==> src/rtl/uart_pkg.sv <==
// Shared types and helpers for the UART transmit path: byte type, frame length,
// baud divisor and the transmit-arbiter state encoding.
package uart_pkg;

  typedef logic [7:0] byte_t;

  localparam int FRAME_BITS = 10;

  typedef enum logic [1:0] {
    IDLE,
    ISSUE,
    WAIT
  } state_e;

  typedef enum logic {
    SRC_A,
    SRC_B
  } src_e;

  function automatic int baud_cnt_max(input int clk_freq, input int bps);
    return clk_freq / bps;
  endfunction

endpackage

==> src/rtl/byte_fifo.sv <==
// Small first-word-fall-through byte FIFO. A push into a full FIFO is dropped
// (even when a pop happens in the same cycle) and reported by a one-cycle ovf.
module byte_fifo
  import uart_pkg::*;
#(
  parameter int DEPTH = 4
) (
  input  logic  clk,
  input  logic  rst_n,
  input  logic  push,
  input  byte_t din,
  input  logic  pop,
  output byte_t dout,
  output logic  empty,
  output logic  full,
  output logic  ovf
);

  localparam int AW = $clog2(DEPTH);

  logic [AW-1:0] r_wr_ptr;
  logic [AW-1:0] r_rd_ptr;
  logic [AW:0]   r_count;
  logic          r_full;
  logic          r_ovf;
  byte_t         r_mem [DEPTH];

  logic          w_push_ok;
  logic          w_pop_ok;
  logic [AW:0]   w_count_next;

  // Full is judged on the registered flag, so a same-cycle pop never rescues a push.
  assign w_push_ok    = push & ~r_full;
  assign w_pop_ok     = pop & (r_count != '0);
  assign w_count_next = r_count + (AW+1)'(w_push_ok) - (AW+1)'(w_pop_ok);

  // NOTE: sequential state uses non-blocking assignments so every register samples
  // pre-edge values, independent of the order the always blocks are evaluated in.
  always_ff @(posedge clk or negedge rst_n) begin
    if (!rst_n) begin
      r_wr_ptr <= '0;
      r_rd_ptr <= '0;
      r_count  <= '0;
      r_full   <= 1'b0;
      r_ovf    <= 1'b0;
    end else begin
      if (w_push_ok) r_wr_ptr <= r_wr_ptr + AW'(1);
      if (w_pop_ok)  r_rd_ptr <= r_rd_ptr + AW'(1);
      r_count <= w_count_next;
      r_full  <= (w_count_next == (AW+1)'(DEPTH));
      r_ovf   <= push & r_full;
    end
  end

  // NOTE: the storage array has no reset; the pointers and count define which
  // entries are valid, so clearing them alone discards any queued bytes.
  always_ff @(posedge clk) begin
    if (w_push_ok) r_mem[r_wr_ptr] <= din;
  end

  assign dout  = r_mem[r_rd_ptr];
  assign empty = (r_count == '0);
  assign full  = r_full;
  assign ovf   = r_ovf;

endmodule

==> src/rtl/uart_tx_arb.sv <==
// Round-robin arbiter sharing one uart_tx between the rx loopback (A) and the
// local message generator (B); it times each frame itself since uart_tx has no busy.
module uart_tx_arb
  import uart_pkg::*;
#(
  parameter int CLK_FREQ   = 50_000_000,
  parameter int UART_BPS   = 9600,
  parameter int FIFO_DEPTH = 4,
  parameter int GAP_BITS   = 1
) (
  input  logic  sys_clk,
  input  logic  sys_rst_n,
  input  byte_t a_data,
  input  logic  a_flag,
  input  byte_t b_data,
  input  logic  b_flag,
  output byte_t tx_data,
  output logic  tx_flag,
  output logic  a_full,
  output logic  b_full,
  output logic  a_ovf,
  output logic  b_ovf,
  output logic  busy
);

  localparam int BAUD_CNT_MAX = baud_cnt_max(CLK_FREQ, UART_BPS);
  localparam int FRAME_CYCLES = (FRAME_BITS + GAP_BITS) * BAUD_CNT_MAX;
  localparam int CW           = $clog2(FRAME_CYCLES);

  state_e        r_state;
  state_e        w_next_state;
  logic [CW-1:0] r_cnt;
  byte_t         r_tx_data;
  src_e          r_last_grant;

  logic          w_grant_valid;
  src_e          w_grant;
  logic          w_pop_a;
  logic          w_pop_b;
  logic          w_a_empty;
  logic          w_b_empty;
  byte_t         w_a_dout;
  byte_t         w_b_dout;

  byte_fifo #(.DEPTH(FIFO_DEPTH)) u_fifo_a (
    .clk   (sys_clk),
    .rst_n (sys_rst_n),
    .push  (a_flag),
    .din   (a_data),
    .pop   (w_pop_a),
    .dout  (w_a_dout),
    .empty (w_a_empty),
    .full  (a_full),
    .ovf   (a_ovf)
  );

  byte_fifo #(.DEPTH(FIFO_DEPTH)) u_fifo_b (
    .clk   (sys_clk),
    .rst_n (sys_rst_n),
    .push  (b_flag),
    .din   (b_data),
    .pop   (w_pop_b),
    .dout  (w_b_dout),
    .empty (w_b_empty),
    .full  (b_full),
    .ovf   (b_ovf)
  );

  // NOTE: every signal written in an always_comb gets a default first, so no
  // path leaves it unassigned and no latch is inferred.
  always_comb begin
    w_grant_valid = 1'b0;
    w_grant       = SRC_A;
    if (!w_a_empty && !w_b_empty) begin
      w_grant_valid = 1'b1;
      w_grant       = (r_last_grant == SRC_A) ? SRC_B : SRC_A;
    end else if (!w_a_empty) begin
      w_grant_valid = 1'b1;
      w_grant       = SRC_A;
    end else if (!w_b_empty) begin
      w_grant_valid = 1'b1;
      w_grant       = SRC_B;
    end
  end

  always_ff @(posedge sys_clk or negedge sys_rst_n) begin
    if (!sys_rst_n) r_state <= IDLE;
    else            r_state <= w_next_state;
  end

  always_comb begin
    w_next_state = r_state;
    case (r_state)
      IDLE:    if (w_grant_valid) w_next_state = ISSUE;
      ISSUE:   w_next_state = WAIT;
      WAIT:    if (r_cnt <= CW'(1)) w_next_state = IDLE;
      default: w_next_state = IDLE;
    endcase
  end

  always_comb begin
    tx_flag = (r_state == ISSUE);
    busy    = (r_state != IDLE);
    w_pop_a = (r_state == IDLE) && w_grant_valid && (w_grant == SRC_A);
    w_pop_b = (r_state == IDLE) && w_grant_valid && (w_grant == SRC_B);
  end

  // ISSUE plus FRAME_CYCLES-1 WAIT cycles plus one IDLE cycle spaces issues
  // exactly FRAME_CYCLES+1 apart under backlog.
  always_ff @(posedge sys_clk or negedge sys_rst_n) begin
    if (!sys_rst_n) begin
      r_cnt        <= '0;
      r_tx_data    <= '0;
      r_last_grant <= SRC_B;
    end else begin
      if (r_state == ISSUE)     r_cnt <= CW'(FRAME_CYCLES - 1);
      else if (r_state == WAIT) r_cnt <= r_cnt - CW'(1);
      if (w_pop_a || w_pop_b) begin
        r_tx_data    <= (w_grant == SRC_A) ? w_a_dout : w_b_dout;
        r_last_grant <= w_grant;
      end
    end
  end

  assign tx_data = r_tx_data;

endmodule

==> config.mk <==
export PLATFORM = sky130hd
export DESIGN_NAME = uart_tx_arb
export DESIGN_NICKNAME = d
export VERILOG_FILES = /design/src/rtl/uart_pkg.sv /design/src/rtl/byte_fifo.sv /design/src/rtl/uart_tx_arb.sv
export SDC_FILE = /design/constraint.sdc
export NUM_CORES = 1
export LEC_CHECK = 0
export CAP_MARGIN = 20
export CORE_AREA = 3 3 91 111
export CTS_CLUSTER_SIZE = 16
export DETAILED_ROUTE_END_ITERATION = 10
export DIE_AREA = 0 0 94 114
export PLACE_DENSITY = 0.79
export SLEW_MARGIN = 20
export SYNTH_ARGS = -nofsm -noshare
export SYNTH_HDL_FRONTEND = slang
export SYNTH_HIERARCHICAL = 1
export SYNTH_SLANG_ARGS = --single-unit
==> constraint.sdc <==
create_clock -name sys_clk -period 3 [get_ports sys_clk]
set_clock_uncertainty 0.2 [all_clocks]
set_input_delay 0.6 -clock sys_clk [delete_from_list [all_inputs] [get_ports sys_clk]]
set_output_delay 0.6 -clock sys_clk [all_outputs]
set_load 0.005 [all_outputs]
After elaboration in Yosys (flattened, before gate mapping)
Memories as Yosys holds them, arrays and structs flattened. Index checks and enable logic that the tools add are counted.

Shift operators: 0. $lt $le $gt $ge: 1. Equal/unequal tests: 6. Bitwise operators: 9. Divide/modulo/power cells: 0. Muxes and demuxes: 16. Reduce and logical (&&, ||, !) cells: 15. $mul: 0. Add/sub/neg operators: 9.

Operators with widths (number): $mux W16 (2); $le A16 B1 Y1 const B (1); $sub A16 B1 Y16 const B (1); $mux W1 (10); $add A2 B1 Y2 const B (4); $mux W8 (1); $add A3 B1 Y3 (2); $and A1 B1 Y1 (6); $eq A3 B3 Y1 const B (2); $logic_not A3 Y1 (2); $pmux W2 S3 (1); $reduce_bool A3 Y1 (2); $sub A3 B1 Y3 (2); $logic_and A1 B1 Y1 (4); $mux W2 (2); $ne A2 B2 Y1 const B (2); $reduce_bool A2 Y1 (2); $not A1 Y1 (3); $eq A2 B1 Y1 const B (1); $eq A2 B2 Y1 const B (1); $logic_not A1 Y1 (2); $logic_not A2 Y1 (1); $reduce_and A2 Y1 (1); $logic_or A1 B1 Y1 (1).

Input port bits: 20. Bits in writable memories: 64. Bits in latches: 0. Bits in registers: 45. Bits in read-only memories: 0. Memories: 2. Word-level logic and storage cells: 72. Output and inout port bits: 14.

Memory list: u_fifo_a.r_mem (depth 4, bits a word 8, read ports 1, clocked after Yosys merged registers in 0, write ports 1, line byte_fifo.sv:26) `byte_t r_mem [DEPTH];`; u_fifo_b.r_mem (depth 4, bits a word 8, read ports 1, clocked after Yosys merged registers in 0, write ports 1, line byte_fifo.sv:26).

Depth between registers and ports, before layout
Word-level depth: 9. Depth in mapped cells: 12. Gate-level depth less buffers: 12.

Modules after synthesis
The synthesis kept the hierarchy.

Modules (own cells, without submodules): byte_fifo at u_fifo_b (area each 1656.6 um^2, cells each 83, instances 1, sequential area each 1186.1 um^2); byte_fifo at u_fifo_a (area each 1644.1 um^2, cells each 83, instances 1, sequential area each 1186.1 um^2); uart_tx_arb (area each 1403.8 um^2, cells each 138, instances 1, sequential area each 676.9 um^2).

Worst setup path before layout
OpenSTA, ideal clock, no wires.

Path type: register to register. From: register u_fifo_a.r_count[1]. To: register u_fifo_b.r_full (netlist: u_fifo_b/full). Data arrival time: 2.810 ns. Path slack: -0.138 ns. Data required time: 2.672 ns. Path buffers: 0. Clock period less this slack: 3.138 ns. Setup time: 0.128 ns. Stages on the path, launching flop included: 12. Cells stage by stage: dfrtp_1 nor3_1 inv_1 a211oi_2 o31ai_2 inv_1 ha_1 inv_1 ha_1 fa_1 xor2_2 mux2_1.

Longest elaborated chain between the ends: 9. Elaborated cells on any way between the ends: 12. Classes of those cells: 1 x add/sub; 1 x eq/ne; 4 x mux; 1 x bitwise; 5 x reduce/logical.

Ends and longest elaborated chain: from (decl) (line byte_fifo.sv:23) `logic [AW:0] r_count;`; from (signal assigned) (line byte_fifo.sv:49) `r_count <= w_count_next;`; $logic_not A3 Y1 (*) (line byte_fifo.sv:62) `assign empty = (r_count == '0);`; net w_a_empty (line uart_tx_arb.sv:40) `logic w_a_empty;`; $logic_not A1 Y1; $logic_and A1 B1 Y1 (line uart_tx_arb.sv:74) `if (!w_a_empty && !w_b_empty) begin`; $mux W1 (line uart_tx_arb.sv:74); $logic_and A1 B1 Y1 (line uart_tx_arb.sv:105) `w_pop_b = (r_state == IDLE) && w_grant_valid && (w_grant == SRC_B);`; $logic_and A1 B1 Y1 (*) (line uart_tx_arb.sv:105); net w_pop_b (line uart_tx_arb.sv:39) `logic w_pop_b;`; $and A1 B1 Y1 (*) (line byte_fifo.sv:34) `assign w_pop_ok = pop & (r_count != '0);`; net u_fifo_b.w_pop_ok (line byte_fifo.sv:29) `logic w_pop_ok;`; $sub A3 B1 Y3 (*) (line byte_fifo.sv:35) `assign w_count_next = r_count + (AW+1)'(w_push_ok) - (AW+1)'(w_pop_ok);`; $eq A3 B3 Y1 (*) (line byte_fifo.sv:50) `r_full <= (w_count_next == (AW+1)'(DEPTH));`; to (signal assigned) (line byte_fifo.sv:50); to (decl) (line byte_fifo.sv:24) `logic r_full;`.

The timed path passes the listed nets; every way through them passes the cells marked *. A chain may end at the register's enable or synchronous reset.

Final worst setup path
From: register u_fifo_a.r_count[2]. To: register u_fifo_a.r_full (netlist: u_fifo_a/full).

Longest elaborated chain between the ends: 9. Elaborated cells on any way between the ends: 15. Classes of those cells: 2 x add/sub; 1 x eq/ne; 4 x mux; 2 x bitwise; 6 x reduce/logical.

Ends and longest elaborated chain: $logic_not A3 Y1 (*) (line byte_fifo.sv:62); net w_a_empty (line uart_tx_arb.sv:40); $logic_not A1 Y1; $logic_and A1 B1 Y1 (line uart_tx_arb.sv:74); $mux W1 (line uart_tx_arb.sv:74); $logic_and A1 B1 Y1 or $not A1 Y1 (tied branches); $logic_and A1 B1 Y1 (*) (line uart_tx_arb.sv:104) `w_pop_a = (r_state == IDLE) && w_grant_valid && (w_grant == SRC_A);`; net w_pop_a (line uart_tx_arb.sv:38) `logic w_pop_a;`; $and A1 B1 Y1 (*) (line byte_fifo.sv:34); net u_fifo_a.w_pop_ok (line byte_fifo.sv:29); $sub A3 B1 Y3 (*) (line byte_fifo.sv:35); $eq A3 B3 Y1 (*) (line byte_fifo.sv:50); to (signal assigned) (line byte_fifo.sv:50); to (decl) (line byte_fifo.sv:24).

Marked as above.

==> out/metrics.yaml <==
route:
  wirelength_mm: 8.31
  ant_nets: 0
  firstDrtPassIters: 6
  wire_per_inst_microns: 17.4
  vias: 2656
  drc: 0
  drtIter0Drc: 141
  avgViaCountPerCell: 5.56
global_routing:
  grt_util_all_layers: 0.173
  overflow: 0
  met1_usage: 0.213
  grt-busiest-layer: "met2"
  antenna_found_initial: 0
  met2_usage: 0.305
  grt_pass1_wl_mm: 14.0
  grt_pass1_vias: 2825
  grt_use_met3: 0.0297
  grt_max_degree: 29
cts:
  cts-htree-levels: 3
  cts_made_buffers: 9
  cts_root_buffer: "clkbuf_8"
  numClockSinks: 109
  path_clk_slew_ns: 0.12
  insertion_delay_ns: 0.38
  cts_buffer_depth: 2
  cts_tree: "done"
placed_design:
  io_buffers: 33
  place_congestion: 0.727
  placed_area_sq_um: 5240
  post-dp-hpwl_mm: 5.84
  place_inst: 462
critical_path:
  cp.required_ns: 3.07
  worst_path_max_delay_cell: "dfrtp_1"
  cp.arrival_ns: 2.92
  path_class: "reg2reg"
  cp-end-kind: "register"
  cp_cell_sequence: "nor3_2, buf_4, nor3_4, o31ai_1, inv_1, ha_1, inv_1, ha_1, fa_1, xor2_2, mux2_1"
  crit_family: "adder cells"
  cp.depth: 11
  critPathMaxStageDelay_ns: 0.48
  path_buf_inv: 3
  critPathMaxFanout: 4
  setup.worst_path.start_class: "register"
  reg2reg_depth: 11
die:
  design.core.area_sq_um: 9030
  initial_core_util: 0.521
  die-area_sq_um: 10700
  rows: 38
  ios: 34
  die_y_microns: 114
  dieWidth_microns: 94
yosys:
  netlist_top_cells_area: "edfxtp_1 (41%), dfrtp_1 (23%), mux4_2 (7.7%)"
  yosys.area.top_type: "edfxtp_1"
  postSynthAreaPerCell_sq_um: 15.5
  synthCells: 304
  syn-num-nets: 343
  synth_edf_count: 64
  ys.warnings.count: 6
  synth-seq-cells: 109
  synthArstFlopShare: 0.413
  synth_top_area_share: 0.409
  synthDistinctLibCells: 50
  synth-seq-area-share: 0.648
  yosys_most_used_dff: "edfxtp_1"
  syn-cell-area_sq_um: 4700
pwr:
  p_leak_nw: 2.02
  ir_worst_vdd_v: 0.000428
  power_density_nw_per_um2: 655
sta:
  rsz0062_at_grt: "no"
  maxSlewHeadroom: 0.562
  post-route-min-period_ns: 2.85
  worst_slew_pin_slew_ns: 0.657
  setup_violations: 0
  report.final.slew_viol_count: 0
  hold-worst-slack_ns: 0.0328
  fin_crit_sh: 0.952
  finalHoldViolations: 0
  clock.fmax_mhz: 350
run_status:
  status: "finished, final reports clean"
layout:
  fin_nets: 392
  fillers: 682
  final_util: 0.606
  antenna_cells: 0
  drive_gt1_frac: 0.176
  stdcell_count: 478
  synthToLayoutAreaGrowth_pct: 16.3
  design_area_sq_um: 5470
run:
  drv_cap: 0
hold_path:
  hold_path_class: "in2async"
cell families after synthesis:
logic type                 count (synthesis)  share of synthesized area
adders and majority gates                 19                     0.0537
and+or+nand+nor                           69                     0.0886
xor gates and xnor gates                  17                     0.0332
DFF                                      109                      0.648
buffers and inverters                     36                     0.0332
AOI/OAI and AO/OA                         34                     0.0569
muxes                                     20                     0.0862
area by class of cell:
type	count	area [sq um]	share of cell area
Clock buffer	9	124	0.0226
Clock inverter	7	91.3	0.0167
Inverter	29	109	0.0199
Sequential cell	109	3050	0.557
Tap cell	120	150	0.0274
Timing Repair Buffer	45	415	0.0759
Multi-Input combinational cell	159	1530	0.280
state kept, by name, indices dropped and copies added (netlist names):
signal / count
u_fifo_b/r_mem: 32
u_fifo_b/r_count: 3
u_fifo_b/r_wr_ptr: 2
u_fifo_b/full: 1
u_fifo_a/r_wr_ptr: 2
u_fifo_b/ovf: 1
r_cnt: 16
u_fifo_a/r_count: 3
tx_data: 8
u_fifo_a/full: 1
r_last_grant: 1
u_fifo_a/r_rd_ptr: 2
u_fifo_a/ovf: 1
u_fifo_a/r_mem: 32
r_state: 2
u_fifo_b/r_rd_ptr: 2
per-stage QoR:
stage / setup TNS [ns] / setup WS (ns) / power (W)
6_report: 0 / 0.145 / 0.00358
2_1_floorplan: -0.0591 / -0.0591 / 0.00239
5_1_grt: 0 / 0.000447 / 0.00377
3_3_place_gp: 0 / 0.0607 / 0.00264
4_1_cts: 0 / 0.0529 / 0.00361
3_5_place_dp: -0.0594 / -0.0594 / 0.00270
synthesized netlist by cell type, types with 2 or more instances:
library cell / number
clkbuf_1: 2
buf_6: 2
mux4_2: 16
nand2_1: 14
a21oi_1: 2
nor2b_2: 2
xor2_1: 8
nor2_1: 8
nor3b_1: 3
nor3_2: 2
fa_1: 2
a222oi_1: 8
and2_1: 11
ha_1: 17
nand3_1: 6
clkbuf_2: 2
nor3_1: 6
o211a_1: 2
or3_1: 5
dfrtp_1: 44
o21ai_0: 10
nand3b_1: 2
xnor2_1: 8
o311ai_1: 2
nand4_1: 3
mux2_1: 3
edfxtp_1: 64
inv_1: 28
metal layers:
layer,routed length [microns],part of all wire,vias up
met5,0,0,-
met4,139,0.017,0
met3,399,0.048,13
met2,4540,0.55,66
met1,3230,0.39,1355
li1,-,-,1222
report_power, final:
group | switching, W | internal [W] | total, W
sequential | 0.000122 | 0.00185 | 0.00198
combinational | 0.000359 | 0.000335 | 0.000694
clock | 0.000566 | 0.000347 | 0.000914
total | 0.00105 | 0.00254 | 0.00358
cells in the final DEF, fill, tap and decap left out, types with 3 or more instances in the layout:
master / n
a222oi_1: 8
and2_1: 11
buf_4: 12
clkbuf_8: 9
clkdlybuf4s50_1: 32
dfrtp_1: 44
edfxtp_1: 64
ha_1: 16
inv_1: 28
inv_8: 3
mux2_1: 3
mux4_2: 16
nand2_1: 14
nand3_1: 6
nand4_1: 3
nor2_1: 8
nor3_1: 4
nor3_2: 3
nor3b_1: 3
o21ai_0: 10
or3_1: 5
xnor2_1: 8
xor2_1: 7
worst paths after layout:
path | from | endpoint | slack (ns)
setup / recovery | u_fifo_a/r_count[2]$_DFF_PN0_ | u_fifo_a/full$_DFF_PN0_ | 0.15
hold / removal | sys_rst_n | u_fifo_a/r_wr_ptr[1]$_DFFE_PN0P_ | 0.03
setup reg to reg | u_fifo_a/r_count[2]$_DFF_PN0_ | u_fifo_a/full$_DFF_PN0_ | 0.15
hold reg to reg | u_fifo_b/full$_DFF_PN0_ | u_fifo_b/ovf$_DFF_PN0_ | 0.34
max in group asynchronous | sys_rst_n | r_last_grant$_DFFE_PN1P_ | 1.88
min in group sys_clk | u_fifo_b/full$_DFF_PN0_ | u_fifo_b/ovf$_DFF_PN0_ | 0.34
repair_timing:
item	CTS	global route
endpoints found under the setup margin	0	2
hold buffers	0	0
setup buffers	0	0
resized for setup	0	4
(Power assumes the default switching activity.)
